[src/rtl/axi_arb_pkg.sv]
// Shared definitions for the AXI write-channel arbiter and its round-robin core.
package axi_arb_pkg;

    typedef enum logic [1:0] {
        ST_IDLE = 2'd0,
        ST_AW   = 2'd1,
        ST_W    = 2'd2
    } state_e;

    function automatic int clog2(input int v);
        int r;
        r = 0;
        while ((1 << r) < v) r++;
        return r;
    endfunction

endpackage

[src/rtl/rr_arbiter.sv]
// Combinational round-robin pick: lowest requester at or after ptr_i, wrapping.
module rr_arbiter
    import axi_arb_pkg::*;
#(
    parameter int NREQ = 2,
    parameter int IW   = 1
) (
    input  logic [NREQ-1:0] req_i,
    input  logic [IW-1:0]   ptr_i,
    output logic [IW-1:0]   gnt_idx_o,
    output logic            gnt_vld_o
);

    // Wrapped requests (below ptr) are scanned first so the at-or-after pass overrides them.
    always_comb begin
        gnt_idx_o = '0;
        gnt_vld_o = 1'b0;
        for (int j = NREQ - 1; j >= 0; j--) begin
            if (req_i[j] && (IW'(j) < ptr_i)) begin
                gnt_idx_o = IW'(j);
                gnt_vld_o = 1'b1;
            end
        end
        for (int j = NREQ - 1; j >= 0; j--) begin
            if (req_i[j] && (IW'(j) >= ptr_i)) begin
                gnt_idx_o = IW'(j);
                gnt_vld_o = 1'b1;
            end
        end
    end

endmodule

[src/rtl/axi_wr_arb.sv]
// Burst-granular round-robin arbiter sharing one AXI3 write port among NREQ DMA writers.
module axi_wr_arb
    import axi_arb_pkg::*;
#(
    parameter int NREQ     = 2,
    parameter int AXI_AW   = 32,
    parameter int AXI_DW   = 64,
    parameter int AXI_IDW  = 2,
    parameter int MAX_OUTS = 4
) (
    input  logic                     clk,
    input  logic                     rst,
    input  logic [NREQ*AXI_AW-1:0]   s_awaddr,
    input  logic [NREQ*8-1:0]        s_awlen,
    input  logic [NREQ*3-1:0]        s_awsize,
    input  logic [NREQ*2-1:0]        s_awburst,
    input  logic [NREQ-1:0]          s_awvalid,
    output logic [NREQ-1:0]          s_awready,
    input  logic [NREQ*AXI_DW-1:0]   s_wdata,
    input  logic [NREQ*AXI_DW/8-1:0] s_wstrb,
    input  logic [NREQ-1:0]          s_wlast,
    input  logic [NREQ-1:0]          s_wvalid,
    output logic [NREQ-1:0]          s_wready,
    output logic [NREQ*2-1:0]        s_bresp,
    output logic [NREQ-1:0]          s_bvalid,
    input  logic [NREQ-1:0]          s_bready,
    output logic [AXI_IDW-1:0]       m_axi_awid,
    output logic [AXI_AW-1:0]        m_axi_awaddr,
    output logic [7:0]               m_axi_awlen,
    output logic [2:0]               m_axi_awsize,
    output logic [1:0]               m_axi_awburst,
    output logic                     m_axi_awvalid,
    input  logic                     m_axi_awready,
    output logic [AXI_DW-1:0]        m_axi_wdata,
    output logic [AXI_DW/8-1:0]      m_axi_wstrb,
    output logic                     m_axi_wlast,
    output logic                     m_axi_wvalid,
    input  logic                     m_axi_wready,
    input  logic [AXI_IDW-1:0]       m_axi_bid,
    input  logic [1:0]               m_axi_bresp,
    input  logic                     m_axi_bvalid,
    output logic                     m_axi_bready,
    output logic                     busy
);

    localparam int IW = (NREQ > 1) ? clog2(NREQ) : 1;
    localparam int OW = clog2(MAX_OUTS + 1);
    localparam int SW = AXI_DW / 8;

    state_e        state_q, state_d;
    logic [IW-1:0] grant_q, grant_d;
    logic [IW-1:0] rr_ptr_q, rr_ptr_d;
    logic [OW-1:0] outs_q, outs_d;
    logic [IW-1:0] arb_idx;
    logic          arb_vld;
    logic          aw_hs, w_last_hs, b_hs, b_dec;

    rr_arbiter #(.NREQ(NREQ), .IW(IW)) u_rr (
        .req_i     (s_awvalid),
        .ptr_i     (rr_ptr_q),
        .gnt_idx_o (arb_idx),
        .gnt_vld_o (arb_vld)
    );

    assign m_axi_awid    = AXI_IDW'(grant_q);
    assign m_axi_awaddr  = s_awaddr[int'(grant_q)*AXI_AW +: AXI_AW];
    assign m_axi_awlen   = s_awlen[int'(grant_q)*8 +: 8];
    assign m_axi_awsize  = s_awsize[int'(grant_q)*3 +: 3];
    assign m_axi_awburst = s_awburst[int'(grant_q)*2 +: 2];
    assign m_axi_awvalid = (state_q == ST_AW) && s_awvalid[grant_q];

    assign m_axi_wdata   = s_wdata[int'(grant_q)*AXI_DW +: AXI_DW];
    assign m_axi_wstrb   = s_wstrb[int'(grant_q)*SW +: SW];
    assign m_axi_wlast   = s_wlast[grant_q];
    assign m_axi_wvalid  = (state_q == ST_W) && s_wvalid[grant_q];

    assign s_bresp       = {NREQ{m_axi_bresp}};

    assign aw_hs     = m_axi_awvalid && m_axi_awready;
    assign w_last_hs = m_axi_wvalid && m_axi_wready && m_axi_wlast;
    assign b_hs      = m_axi_bvalid && m_axi_bready;
    assign b_dec     = b_hs && (outs_q != '0);

    // Out-of-range BIDs fall through with bready=1 so stray responses drain.
    always_comb begin
        s_awready    = '0;
        s_wready     = '0;
        s_bvalid     = '0;
        m_axi_bready = 1'b1;
        for (int i = 0; i < NREQ; i++) begin
            if (grant_q == IW'(i)) begin
                s_awready[i] = (state_q == ST_AW) && m_axi_awready;
                s_wready[i]  = (state_q == ST_W) && m_axi_wready;
            end
            if (m_axi_bid == AXI_IDW'(i)) begin
                s_bvalid[i]  = m_axi_bvalid;
                m_axi_bready = s_bready[i];
            end
        end
    end

    always_comb begin
        state_d  = state_q;
        grant_d  = grant_q;
        rr_ptr_d = rr_ptr_q;
        case (state_q)
            ST_IDLE: begin
                if (arb_vld && (outs_q < OW'(MAX_OUTS))) begin
                    grant_d = arb_idx;
                    state_d = ST_AW;
                end
            end
            ST_AW: begin
                if (aw_hs) begin
                    state_d  = ST_W;
                    rr_ptr_d = (grant_q == IW'(NREQ - 1)) ? '0 : grant_q + 1'b1;
                end
            end
            ST_W: begin
                if (w_last_hs) state_d = ST_IDLE;
            end
            default: state_d = ST_IDLE;
        endcase
    end

    always_comb begin
        outs_d = outs_q;
        if (aw_hs && !b_dec)      outs_d = outs_q + 1'b1;
        else if (!aw_hs && b_dec) outs_d = outs_q - 1'b1;
    end

    always_ff @(posedge clk) begin
        if (rst) begin
            state_q  <= ST_IDLE;
            grant_q  <= '0;
            rr_ptr_q <= '0;
            outs_q   <= '0;
        end else begin
            state_q  <= state_d;
            grant_q  <= grant_d;
            rr_ptr_q <= rr_ptr_d;
            outs_q   <= outs_d;
        end
    end

    assign busy = (state_q != ST_IDLE) || (outs_q != '0);

endmodule

[config.mk]
export PLATFORM = sky130hd
export DESIGN_NAME = axi_wr_arb
export DESIGN_NICKNAME = d
export VERILOG_FILES = /design/src/rtl/axi_arb_pkg.sv /design/src/rtl/rr_arbiter.sv /design/src/rtl/axi_wr_arb.sv
export SDC_FILE = /design/constraint.sdc
export NUM_CORES = 1
export LEC_CHECK = 0
export CAP_MARGIN = 20
export CORE_AREA = 2 2 148 150
export DETAILED_ROUTE_END_ITERATION = 7
export DIE_AREA = 0 0 150 152
export RECOVER_POWER = 50
export SLEW_MARGIN = 20
export SYNTH_ARGS = -nofsm -noshare
export SYNTH_HDL_FRONTEND = slang
export SYNTH_SLANG_ARGS = --single-unit
[constraint.sdc]
create_clock -name clk -period 4.6 [get_ports clk]
set_input_delay 0.92 -clock clk [delete_from_list [all_inputs] [get_ports clk]]
set_output_delay 0.92 -clock clk [all_outputs]
set_load 0.1 [all_outputs]
== Word-level counts from Yosys, hierarchy flattened ==
Cells that the tools add are included.

* Memories: 0
* Memory bits (read-only): 0
* Memory bits (writable): 0
* Bits in registers: 7
* Bits in latches: 0

* Equality and inequality tests: 6
* Reductions and logical operators: 27
* Divide/modulo/power cells: 0
* $lt $le $gt $ge: 6
* Muxes and demuxes: 28
* Add/sub/neg operators: 3
* Multipliers: 1
* Shift-type cells: 6
* Bitwise logic cells: 0

{| class="wikitable"
|+ Operator list
! kind !! count
|-
| $shiftx A128 B8 Y64 || 1
|-
| $shiftx A64 B7 Y32 || 1
|-
| $shiftx A16 B5 Y8 || 2
|-
| $mux W1 || 22
|-
| $logic_and A1 B1 Y1 || 16
|-
| $mux W2 || 3
|-
| $mux W3 || 2
|-
| $ne A2 B2 Y1 const B || 3
|-
| $pmux W2 S3 || 1
|-
| $shiftx A6 B4 Y3 || 1
|-
| $eq A2 B1 Y1 const B || 2
|-
| $logic_not A2 Y1 || 2
|-
| $reduce_and A2 Y1 || 2
|-
| $reduce_bool A2 Y1 || 2
|-
| $shiftx A4 B3 Y2 || 1
|-
| $add A3 B1 Y3 const B || 1
|-
| $lt A3 B3 Y1 const B || 1
|-
| $mul A1 B2 Y3 const B || 1
|-
| $reduce_and A3 Y1 || 1
|-
| $reduce_bool A3 Y1 || 1
|-
| $sub A3 B1 Y3 const B || 1
|-
| $eq A2 B2 Y1 const B || 1
|-
| $ge A1 B1 Y1 const A || 2
|-
| $logic_not A1 Y1 || 2
|-
| 4 further kinds || 5
|}

== Depth between registers and ports, before layout ==
Gate-level depths: netlist (run 1).

* Depth after elaboration: 9
* Gate-level depth with buffers: 9
* Mapped depth without buffers: 9

== Cells and area by module ==
A second synthesis (run 1) with hierarchy kept.

* Cells, all modules: 195
* Area total of the unflattened synthesis: 1986.9 sq um

{| class="wikitable"
|+ By module, submodules not included
! module !! area each (sq um) !! times used !! cells an instance
|-
| axi_wr_arb || 1969.4 || 1 || 192
|-
| rr_arbiter || 17.5 || 1 || 3
|}

== Worst setup path after synthesis (run 1) ==
OpenSTA, ideal clock, no wires.

* Path type: input to output
* From: input m_axi_bid[0]
* To: output s_bvalid[0]
* Data arrival time: 3.132 ns
* Slack: 0.548 ns
* Data required time: 3.680 ns
* Path buffers: 0
* Cell stages on the path: 1
* Cells stage by stage: nor3b_1

* Word-level cells in the longest chain between the ends: 2

{| class="wikitable"
|+ RTL lines
! what !! line !! RTL
|-
| from (decl) || axi_wr_arb.sv:39 || <nowiki>input logic [AXI_IDW-1:0] m_axi_bid,</nowiki>
|-
| $logic_not A2 Y1 || axi_wr_arb.sv:95 || <nowiki>if (m_axi_bid == AXI_IDW'(i)) begin</nowiki>
|-
| $mux W1 || axi_wr_arb.sv:95 ||
|-
| to (decl) || axi_wr_arb.sv:25 || <nowiki>output logic [NREQ-1:0] s_bvalid,</nowiki>
|}

Every way passes these cells.

== Worst setup path after layout (run 1) ==
* From: input m_axi_wready
* To: output s_wready[0]

* Word-level cells in the longest chain between the ends: 2

{| class="wikitable"
|+ RTL lines
! what !! line !! RTL
|-
| from (decl) || axi_wr_arb.sv:38 || <nowiki>input logic m_axi_wready,</nowiki>
|-
| $logic_and A1 B1 Y1 || axi_wr_arb.sv:93 || <nowiki>s_wready[i] = (state_q == ST_W) && m_axi_wready;</nowiki>
|-
| $mux W1 || axi_wr_arb.sv:91 || <nowiki>if (grant_q == IW'(i)) begin</nowiki>
|-
| to (decl) || axi_wr_arb.sv:23 || <nowiki>output logic [NREQ-1:0] s_wready,</nowiki>
|}

Every way passes these cells.

==> results of run 1 <==
## cells in the mapped netlist
| library cell | n |
|---|---|
| a211o_1 | 1 |
| o41ai_1 | 1 |
| or3_1 | 2 |
| fa_1 | 1 |
| or4_1 | 1 |
| nor2_1 | 7 |
| o21a_1 | 1 |
| mux2i_1 | 3 |
| nand2b_1 | 2 |
| buf_2 | 6 |
| buf_4 | 14 |
| nor3_1 | 1 |
| a311oi_1 | 1 |
| and3b_1 | 1 |
| o21ai_0 | 3 |
| dfxtp_1 | 7 |
| conb_1 | 1 |
| ha_1 | 1 |
| and4b_1 | 1 |
| nor2b_1 | 3 |
| mux2_2 | 118 |
| xor2_1 | 2 |
| nor3b_1 | 2 |
| a21oi_1 | 4 |
| nand2_1 | 1 |
| nand4b_1 | 1 |
| and3_1 | 1 |
| nand3b_1 | 2 |
| inv_1 | 1 |
## cells in the final DEF (no fill, tap or decap), types with 2 or more instances in the layout
| cell | netlist | layout |
|---|---|---|
| a21oi_1 | 4 | 4 |
| buf_4 | 14 | 70 |
| clkbuf_1 | 0 | 60 |
| clkbuf_16 | 0 | 3 |
| clkdlybuf4s50_1 | 0 | 248 |
| dfxtp_1 | 7 | 6 |
| dlygate4sd3_1 | 0 | 2 |
| mux2_2 | 118 | 118 |
| mux2i_1 | 3 | 3 |
| nand2b_1 | 2 | 2 |
| nand3b_1 | 2 | 2 |
| nor2_1 | 7 | 7 |
| nor2b_1 | 3 | 3 |
| nor3b_1 | 2 | 2 |
| o21ai_0 | 3 | 3 |
| or3_1 | 2 | 2 |
| xor2_1 | 2 | 2 |
## worst max-delay path: stages
cell and delay (ns):
clkdlybuf4s50_1 0.52, nor3b_1 0.20, clkbuf_1 0.89
## power breakdown
part	internal [mW]	switching [mW]
Clock	0.116	0.0366
Sequential	0.0794	0.0479
Combinational	0.534	1.43
Total	0.729	1.51
## worst max path at each step
stage                       start            to  slack (ns)
floorplan            m_axi_bid[0]   s_bvalid[0]        0.55
global placement     m_axi_bid[0]     outs_q[2]        1.48
detailed placement  m_axi_awready     outs_q[2]        1.42
CTS                       grant_q  m_axi_wvalid        1.36
global route         m_axi_wready   s_wready[0]        1.07
finish               m_axi_wready   s_wready[0]        1.14
## final cells by class
class	count	area [sq um]
Sequential cell	7	144
Timing Repair Buffer	380	3270
Tap cell	280	350
Inverter	1	3.75
Antenna cell	1	2.50
Clock buffer	4	78.8
Fill cell	2377	15900
Multi-Input combinational cell	162	1630
## flip-flops by register name, summed over array words and instances (netlist names)
register and count:
rr_ptr_q 1, state_q 2, outs_q 3, grant_q 1
## per-layer routing
| metal | vias to the layer above | track usage [%] | wire length (um) |
|---|---|---|---|
| met5 | - | 0 | 17 |
| met4 | 2 | 1.75 | 93 |
| met3 | 9 | 3.51 | 1700 |
| met2 | 234 | 22.5 | 7260 |
| met1 | 1339 | 10.7 | 4730 |
| li1 | 1432 | - | - |
## stage by stage
stage	setup WS, ns	utilization, %	instances	hold WS (ns)
after floorplan	0.548	-	190	0.442
after global placement	1.48	26.3	830	0.478
after detailed placement	1.42	26.3	830	0.487
after CTS	1.36	26.7	834	0.488
after global routing	1.07	25.7	834	0.518
final	1.14	25.7	835	0.489
## cells by family after synthesis
| logic type | share of synthesized area [%] |
|---|---|
| AOI/OAI and AO/OA | 3.60 |
| other | 0.196 |
| DFF | 7.33 |
| muxes | 71.1 |
| and+or+nand+nor | 7.86 |
| buffers and inverters | 7.27 |
| xor gates and xnor gates | 0.917 |
| adders and majority gates | 1.70 |
==> impl_metrics.json, run 1 <==
{
  "relSlewSlack_pct": 8.28,
  "cts_tree": "yes",
  "drt-initial-drc-count": 22,
  "port_buffers": 377,
  "clock_skew_ns": 0.00180,
  "via_count": 3016,
  "hp-class": "reg2reg",
  "start_util_pct": 8.95,
  "grt_pass1_vias": 3259,
  "criticalPathCategory": "in2out",
  "cap_violations": 0,
  "worst_slew_pin_slew_ns": 1.38,
  "drive_gt1_share_pct": 34.8,
  "min_to": "rr_ptr_q",
  "critical_path_required_ns": 3.68,
  "hold_violations": 0,
  "grt_overflow": 0,
  "syn2layout_area_growth_pct": 187,
  "worst-r2r-setup-slack_ns": 1.77,
  "tns_ns": 0,
  "dieArea_sq_um": 22800,
  "path_clk_slew_ns": 0.04,
  "synth_cells": 190,
  "fin_crit_sh_pct": 75.1,
  "synth_top_area_share_pct": 69.5,
  "ant_nets": 0,
  "finalNetCount": 808,
  "status": "finished clean",
  "numCtsBuffers": 3,
  "worstPathArrival_ns": 2.54,
  "r2r_cells": 10,
  "synth_area_leaders": "mux2_2, dfxtp_1, buf_4",
  "numClockSinks": 7,
  "wire_per_inst_um": 16.5,
  "yosys_warnings": 0,
  "yosysTopAreaCell": "mux2_2",
  "post_cts_resized": 0,
  "dp_hpwl_um": 12400,
  "grt_max_degree": 56,
  "first_pass_iters": 4,
  "grt_pass1_wl_um": 19000,
  "clk_path_buf_depth": 2,
  "power_leakage_nw": 2.04,
  "timing.rr.end": "outs_q[2]",
  "htreeDepth": 1,
  "syn_area_sq_um": 1910,
  "irDropWorstVdd_uv": 216,
  "die_w_um": 150,
  "gp_congestion": 0.745,
  "clock_latency_ns": 0.24,
  "min_delay_path_depth": 2,
  "max_freq_mhz": 289,
  "synth_cell_types": 29,
  "synth.avg_cell_area_sq_um": 10.1,
  "setup_violations": 0,
  "ys_seq_elements": 7,
  "hold_start": "rr_ptr_q",
  "crit_fanout": 3,
  "remaining_drc_errors": 0,
  "synth_nets": 443,
  "end_kind": "output pin",
  "grt_usage_pct": 11.0,
  "vias_per_cell": 3.61,
  "r2r_start": "grant_q",
  "fp-row-count": 54,
  "antenna_found_initial": 3,
  "rsz0062_at_grt": "no",
  "drv_slew": 0,
  "placed_cell_area_sq_um": 5620,
  "ys_seq_area_share_pct": 7.33,
  "cts_hold_buf": 0,
  "die_y_um": 152,
  "fin_crit_ns": 3.46,
  "power_mw": 2.24,
  "io_pins": 385,
  "crit_path_start_kind": "input port",
  "wl_um": 13800,
  "postCtsSetupBuffers": 0,
  "power.density_nw_per_um2": 409,
  "clock-root-buffer": "clkbuf_16",
  "final_area_sq_um": 5480,
  "core_area_sq_um": 21400
}
Note: power is estimated with default switching activity, not from simulation.
==> run 2: changes to the inputs <==
--- a/config.mk
+++ b/config.mk
@@ -6,9 +6,9 @@
 export NUM_CORES = 1
 export LEC_CHECK = 0
 export CAP_MARGIN = 20
-export CORE_AREA = 2 2 148 150
+export CORE_AREA = 2 2 151 153
 export DETAILED_ROUTE_END_ITERATION = 7
-export DIE_AREA = 0 0 150 152
+export DIE_AREA = 0 0 153 155
 export RECOVER_POWER = 50
 export SLEW_MARGIN = 20
 export SYNTH_ARGS = -nofsm -noshare
==> constraint.sdc (replaced) <==
create_clock -name clk -period 3.41 [get_ports clk]
set_input_delay 0.682 -clock clk [delete_from_list [all_inputs] [get_ports clk]]
set_output_delay 0.682 -clock clk [all_outputs]
set_load 0.1 [all_outputs]
==> impl_metrics.json, run 2 (synthesized netlist as in run 1, its figures left out) <==
{
  "wl_um": 12100,
  "vias_per_cell": 3.58,
  "n_antenna_cell": 0,
  "top_regs": "outs_q (3), state_q (2)",
  "grt_pass1_vias": 3037,
  "drt-initial-drc-count": 66,
  "irDropWorstVdd_uv": 247,
  "clk_path_buf_depth": 2,
  "io_pins": 385,
  "critical-path-top-delay-family": "buffers and inverters",
  "antenna_found_initial": 1,
  "grt_max_degree": 39,
  "first_pass_iters": 4,
  "worst_slew_pin_slew_ns": 1.25,
  "postCtsSetupBuffers": 0,
  "core_area_sq_um": 22200,
  "finalNetCount": 810,
  "drv_slew": 0,
  "cap_violations": 0,
  "largest_register_ffs": 3,
  "path_cells": "clkdlybuf4s50_1, nor3b_2, clkbuf_1",
  "path_clk_slew_ns": 0.04,
  "n_fill_cell": 2452,
  "criticalPathCategory": "in2out",
  "dp_hpwl_um": 10900,
  "worstPathArrival_ns": 2.34,
  "drive_gt1_share_pct": 38.3,
  "hp-class": "reg2reg",
  "clock_skew_ns": 0.00228,
  "power.density_nw_per_um2": 543,
  "mostFrequentLayoutCells": "clkdlybuf4s50_1, mux2_2, buf_4, clkbuf_1, clkbuf_2",
  "power_leakage_nw": 2.11,
  "grt_pass1_wl_um": 17000,
  "final_common_cell": "clkdlybuf4s50_1",
  "r2r_cells": 8,
  "clock_latency_ns": 0.23,
  "fp-row-count": 55,
  "syn2layout_area_growth_pct": 191,
  "relSlewSlack_pct": 16.9,
  "cts_tree": "yes",
  "tns_ns": 0,
  "place_ws_ns": 0.515,
  "rsz0062_at_grt": "no",
  "start_util_pct": 8.60,
  "status": "finished clean",
  "critical_path_required_ns": 2.73,
  "fin_crit_ns": 3.02,
  "dieArea_sq_um": 23700,
  "fin_crit_sh_pct": 88.6,
  "crit_cells": 3,
  "hold_violations": 0,
  "htreeDepth": 1,
  "crit_fanout": 3,
  "fin_ws_ns": 0.388,
  "path_buf_inv": 2,
  "numClockSinks": 7,
  "grt_usage_pct": 9.17,
  "port_buffers": 377,
  "grt_overflow": 0,
  "cpPeakStageDelay_ns": 0.94,
  "end_kind": "output pin",
  "wire_per_inst_um": 14.4,
  "post_cts_resized": 0,
  "min_delay_path_depth": 2,
  "top_register": "outs_q",
  "numCtsBuffers": 3,
  "gp_congestion": 0.730,
  "via_count": 3011,
  "max_freq_mhz": 331,
  "die_w_um": 153,
  "slowest_stage": "clkbuf_1",
  "finalNonFillerCells": 841,
  "setup_violations": 0,
  "dp_cells": 837,
  "cts_hold_buf": 0,
  "remaining_drc_errors": 0,
  "clock-root-buffer": "clkbuf_16",
  "die_y_um": 155,
  "ant_nets": 0,
  "crit_path_start_kind": "input port"
}
## run 2: cell types whose count changed in the layout (fill, tap and decap cells not counted)
cell             delta
nor3b_1             -2
buf_12              +3
diode_2             -1
nor3b_2             +2
clkbuf_1           -14
dlygate4sd3_1       -1
buf_4               +1
clkdlybuf4s50_1     -1
clkbuf_2           +14
## run 2: cell type report
class	count	area [sq um]	area share, %
inverters	1	3.75	0.0675
well taps	285	357	6.41
clock buffers	4	78.8	1.42
flip-flops and latches	7	144	2.59
multi-input cells	162	1640	29.5
repair buffers	382	3330	60.0
## run 2: power by group
part           switching (mW)  internal, mW  total [mW]  leakage [nW]
Sequential             0.0523         0.107       0.159        0.0581
Combinational            1.93         0.731        2.66          2.01
Clock                  0.0427         0.155       0.198        0.0382
Total                    2.02         0.993        3.02          2.11
## run 2: tightest hold or removal path, stage by stage, from the launching register on
cell and delay [ns]:
dfxtp_1 0.31, o21ai_0 0.07, a21oi_1 0.07
## run 2: final timing paths
kind         slack (ns)           to          from
max                0.39  s_wready[0]  m_axi_wready
min                0.50     rr_ptr_q      rr_ptr_q
max reg2reg        1.13    outs_q[2]       grant_q
min reg2reg        0.50     rr_ptr_q      rr_ptr_q
## run 2: metal layers
layer  global-route usage (%)  up-vias  wire length [um]
met1                     9.69     1340              4360
met4                    0.838        2                31
met3                     3.15        4              1340
met2                     18.1      229              6350
met5                        0        -                13
li1                         -     1436                 -
## run 2: through the flow
stage	total power [mW]	util [%]	hold slack, ns	cell area (sq um)
floorplan	2.24	-	0.442	1920
global placement	2.93	25.6	0.478	5680
CTS	3.14	25.9	0.485	5760
global route	3.12	25.0	0.513	5560
detailed placement	2.93	25.6	0.480	5680
finish	3.02	25.0	0.498	5560
